==> src/rtl/fetch_pc_unit.sv <==
// Fetch-stage PC register, next-PC selection and IF/ID pipeline register.
// Decode resolves redirects; the instruction fetched alongside a redirect (delay slot) is always kept.
module fetch_pc_unit #(
   parameter logic [31:0] RESET_PC = 32'h0000_3000,
   parameter int          CNT_W    = 32
) (
   input  logic             clk,
   input  logic             reset,
   input  logic             stall,
   input  logic [1:0]       pc_control,
   input  logic [31:0]      rs_data_d,
   input  logic [31:0]      instr_f,
   output logic [31:0]      pc_f,
   output logic [31:0]      instr_d,
   output logic [31:0]      pc_d,
   output logic [31:0]      pc8_d,
   output logic             valid_d,
   output logic             addr_err,
   output logic [CNT_W-1:0] redirect_cnt
);

   localparam logic [1:0] CTL_SEQ    = 2'd0;
   localparam logic [1:0] CTL_BRANCH = 2'd1;
   localparam logic [1:0] CTL_REG    = 2'd2;
   localparam logic [1:0] CTL_JUMP   = 2'd3;

   logic [31:0]      pc_f_reg;
   logic [31:0]      instr_d_reg;
   logic [31:0]      pc_d_reg;
   logic             valid_d_reg;
   logic             addr_err_reg;
   logic [CNT_W-1:0] redirect_cnt_reg;

   logic [1:0]       eff_ctl;
   logic [31:0]      br_offset;
   logic [31:0]      npc_next;
   logic             misaligned;

   // A bubble in decode carries no real instruction, so it can never redirect.
   assign eff_ctl    = valid_d_reg ? pc_control : CTL_SEQ;
   assign br_offset  = {{14{instr_d_reg[15]}}, instr_d_reg[15:0], 2'b00};
   assign misaligned = (eff_ctl == CTL_REG) && (rs_data_d[1:0] != 2'b00);

   always_comb begin
      npc_next = pc_f_reg + 32'd4;
      case (eff_ctl)
         CTL_SEQ:    npc_next = pc_f_reg + 32'd4;
         CTL_BRANCH: npc_next = pc_d_reg + 32'd4 + br_offset;
         CTL_REG:    npc_next = {rs_data_d[31:2], 2'b00};
         CTL_JUMP:   npc_next = {pc_d_reg[31:28], instr_d_reg[25:0], 2'b00};
         default:    npc_next = pc_f_reg + 32'd4;
      endcase
   end

   always_ff @(posedge clk) begin
      if (reset) begin
         pc_f_reg         <= RESET_PC;
         instr_d_reg      <= 32'h0;
         pc_d_reg         <= 32'h0;
         valid_d_reg      <= 1'b0;
         addr_err_reg     <= 1'b0;
         redirect_cnt_reg <= '0;
      end else if (!stall) begin
         pc_f_reg    <= npc_next;
         instr_d_reg <= instr_f;
         pc_d_reg    <= pc_f_reg;
         valid_d_reg <= 1'b1;
         if (eff_ctl != CTL_SEQ)
            redirect_cnt_reg <= redirect_cnt_reg + CNT_W'(1);
         if (misaligned)
            addr_err_reg <= 1'b1;
      end
   end

   assign pc_f         = pc_f_reg;
   assign instr_d      = instr_d_reg;
   assign pc_d         = pc_d_reg;
   assign pc8_d        = pc_d_reg + 32'd8;
   assign valid_d      = valid_d_reg;
   assign addr_err     = addr_err_reg;
   assign redirect_cnt = redirect_cnt_reg;

endmodule

==> config.mk <==
export PLATFORM = sky130hd
export DESIGN_NAME = fetch_pc_unit
export DESIGN_NICKNAME = d
export VERILOG_FILES = /design/src/rtl/fetch_pc_unit.sv
export SDC_FILE = /design/constraint.sdc
export NUM_CORES = 1
export LEC_CHECK = 0
export ABC_AREA = 1
export ABC_CLOCK_PERIOD_IN_PS = 2400
export CAP_MARGIN = 40
export CORE_ASPECT_RATIO = 1.25
export CORE_MARGIN = 3
export CORE_UTILIZATION = 46
export DETAILED_ROUTE_END_ITERATION = 10
export PLACE_DENSITY = 0.76
export SLEW_MARGIN = 20
export SYNTH_ARGS = -nofsm -noshare
export SYNTH_HDL_FRONTEND = slang
export SYNTH_SLANG_ARGS = --single-unit
==> constraint.sdc <==
create_clock -name clk -period 2.4 [get_ports clk]
set_input_delay 0.48 -clock clk [delete_from_list [all_inputs] [get_ports clk]]
set_output_delay 0.48 -clock clk [all_outputs]
set_load 0.02 [all_outputs]
==> impl_metrics.ini, run 1 <==
[outcome]
status = complete, but fails checks
violations = setup timing

[synth]
synth.distinct_cells = 46
synthTopCellsByArea = dfxtp_1, nand2_1, ha_1
synth_edf_count = 0
yosysMostFrequentCell = nand2_1
yosysTopAreaCell = dfxtp_1
ys_warn_count = 0
postSynthAreaPerCell_sq_um = 6.34
synth-seq-area-share_pct = 27.7
synth_ff_type = dfxtp_1
ys_ff_latch = 130
synth_nets = 1614
netlist_area_sq_mm = 0.00941
synthTopCellsByCount = nand2_1, nor2_1, inv_1
synth_top_area_share_pct = 27.7
synthArstFlopShare_pct = 0
syn_inst = 1484

[clock_network]
cts_tree = built
cts_buffers = 17
cts_root_buffer = clkbuf_16
cts_sinks = 130
cts.reportedPaths.clkPinSlew_ns = 0.07
ctsHoldBuffers = 0
clockBufferDepth = 2
insertion_delay_ns = 0.43
htreeDepth = 4

[setup_path]
crit_arrival_ns = 2.28
worstSetupEndpointType = output pin
path_class = reg -> out
worst-path-stages = 12
cpMaxStageDelayCell = dfxtp_2
path_buf_inv = 2
path_cells = buf_6 > ha_4 > nand3_4 > nor2_4 > nand2_4 > nor2_4 > nand3_4 > nor3_4 > nand3_4 > nor2_4 > xor2_2 > buf_6
timing.rr.start = pc_d[5]
crit_path_max_incr_delay_ns = 0.35
cpLargestDelayFamily = simple AND/OR/NAND/NOR gates
critPathMaxFanout = 3
setup.worst_path.start_class = flop
rr_worst_depth = 14
reg2reg_slack_ns = -0.06
critical_path_required_ns = 1.92
r2r-end = pc_f[14]

[sta]
fmax_mhz = 362
slew_violations = 0
hold_viol = 0
min_period_over_period_pct = 115
max_slew_margin_pct = 43.9
setup_viol = 22
period_minus_slack_ns = 2.76
setup_tns_ns = -4.00
tightestPinTransition_ns = 0.842
rsz0062_at_grt = true
fin_ws_ns = -0.361
timing.clock.skew_ns = 0.00971

[routing]
drc = 0
antenna_left = 0
firstDrtPassIters = 6
routed_wl_mm = 41.1
via_per_inst = 5.55
num_vias = 11900
drt_iter0_markers = 1130
route.detailed.wl_per_inst_microns = 19.3

[placement]
place_hpwl_mm = 29.3
io_buffers = 230
gp_congestion = 0.965

[die]
core_area_sq_mm = 0.0198
dieArea_sq_mm = 0.0222
ios = 231
die_h_microns = 166
initial_core_util_pct = 47.6
rows = 57
die-width_microns = 134

[finish]
multi_input_area_sq_mm = 0.00697
syn2layout_area_growth_pct = 59.5
nFillCells = 1479
drive_above_1_share_pct = 23.9
num-nets-final = 1986
final_util_pct = 76.0
diodes = 0
seqCellArea_sq_mm = 0.00263

[global_route]
antenna_found_initial = 0
grtUsageMet3_pct = 5.12
overflow = 0
grt_pass1_wl_mm = 59.5
grt_pass1_vias = 11200
grt_max_degree = 101
grt_use_met1_pct = 40.4
top_usage_layer = met2
grt_use_total_pct = 33.4
use_met2_pct = 59.5

[min_path]
holdCritStartpoint = addr_err
whs_endpoint = addr_err
min_path_type = reg -> reg
min_path_cells = 2

[power_and_ir_drop]
finalPower_mw = 7.25
p_per_area_mw_per_mm2 = 483
p_leak_nw = 6.70
ir_worst_vdd_mv = 0.541

[job]
cap_violations = 0
area by class of cell:
type                       instances  area share [%]
clock buffer                      17            2.83
clock inverter                    15            1.18
inverter                         195            4.89
multi-input combinational       1109            46.4
sequential                       130            17.5
tap                              265            2.21
timing repair buffer             403            24.9
where the power goes:
group	leakage, nW	internal, mW	switching (mW)
combinational	5.33	0.962	1.14
clock	0.300	1.50	1.24
sequential	1.08	2.27	0.138
total	6.70	4.74	2.51
cells by family after synthesis:
| family | share of synthesized area (%) |
|---|---|
| flops | 27.7 |
| xor+xnor | 4.10 |
| simple gates | 34.7 |
| fa+ha+maj | 8.19 |
| compound gates | 15.4 |
| buf+inv | 9.91 |
per-stage QoR:
stage	std cells	cell area, sq um	worst slack, ns	hold WS [ns]
after floorplan	1484	9430	0.0379	0.526
after global placement	2073	13000	-0.347	0.439
after detailed placement	2073	13000	-0.426	0.450
after CTS	2109	13800	-0.276	0.460
after global routing	2134	15000	-0.472	0.490
final	2134	15000	-0.361	0.456
how the worst max path moves through the flow:
| stage | endpoint | startpoint |
|---|---|---|
| final | pc8_d[29] | pc_d[3] |
| after global routing | pc8_d[29] | pc_d[3] |
| after CTS | pc8_d[26] | pc_d[3] |
| after detailed placement | pc8_d[27] | pc_d[3] |
| after global placement | pc8_d[29] | pc_d[3] |
| after floorplan | pc8_d[27] | pc_d[3] |
per-layer routing:
layer | vias up | share of wire (%)
met5 | - | 0
met4 | 0 | 4.1
met2 | 575 | 51
met3 | 113 | 6.4
li1 | 5602 | -
met1 | 5562 | 38
layout by cell type, fill, tap and decap left out, types with 6 or more instances in the layout:
| cell | count |
|---|---|
| buf_6 | 24 |
| dfxtp_1 | 115 |
| a21oi_1 | 98 |
| nand3_1 | 75 |
| clkbuf_16 | 17 |
| nor3_4 | 6 |
| clkdlybuf4s50_1 | 202 |
| ha_4 | 31 |
| nor2_1 | 168 |
| ha_1 | 28 |
| nand2_4 | 12 |
| xnor2_1 | 9 |
| nand4_1 | 31 |
| or2_2 | 6 |
| nand3_4 | 10 |
| a22oi_1 | 28 |
| buf_12 | 10 |
| xor2_1 | 27 |
| o21ai_0 | 94 |
| buf_4 | 157 |
| inv_8 | 7 |
| nor2_2 | 19 |
| nor3_1 | 23 |
| nor2_4 | 16 |
| nand3_2 | 18 |
| inv_1 | 188 |
| a21oi_2 | 11 |
| nand3b_1 | 7 |
| inv_2 | 6 |
| nand2_2 | 38 |
| dfxtp_2 | 12 |
| nand2_1 | 293 |
what timing repair did:
item	CTS	global route
buffers inserted	4	26
gates resized for setup	146	215
pin swaps	8	58
cloned	0	0
endpoints found under the setup margin	43	44
tightest hold or removal path: stages (launching register included):
cell	delay, ns
dfxtp_1	0.31
inv_1	0.05
a21oi_1	0.05
Note: power is estimated with default switching activity, not from simulation.
==> inputs of run 2 (changes only) <==
- CTS_CLUSTER_SIZE: not set -> 24
==> results of run 2 <==
The final DEF is identical to that of run 1; final timing and power are the same.
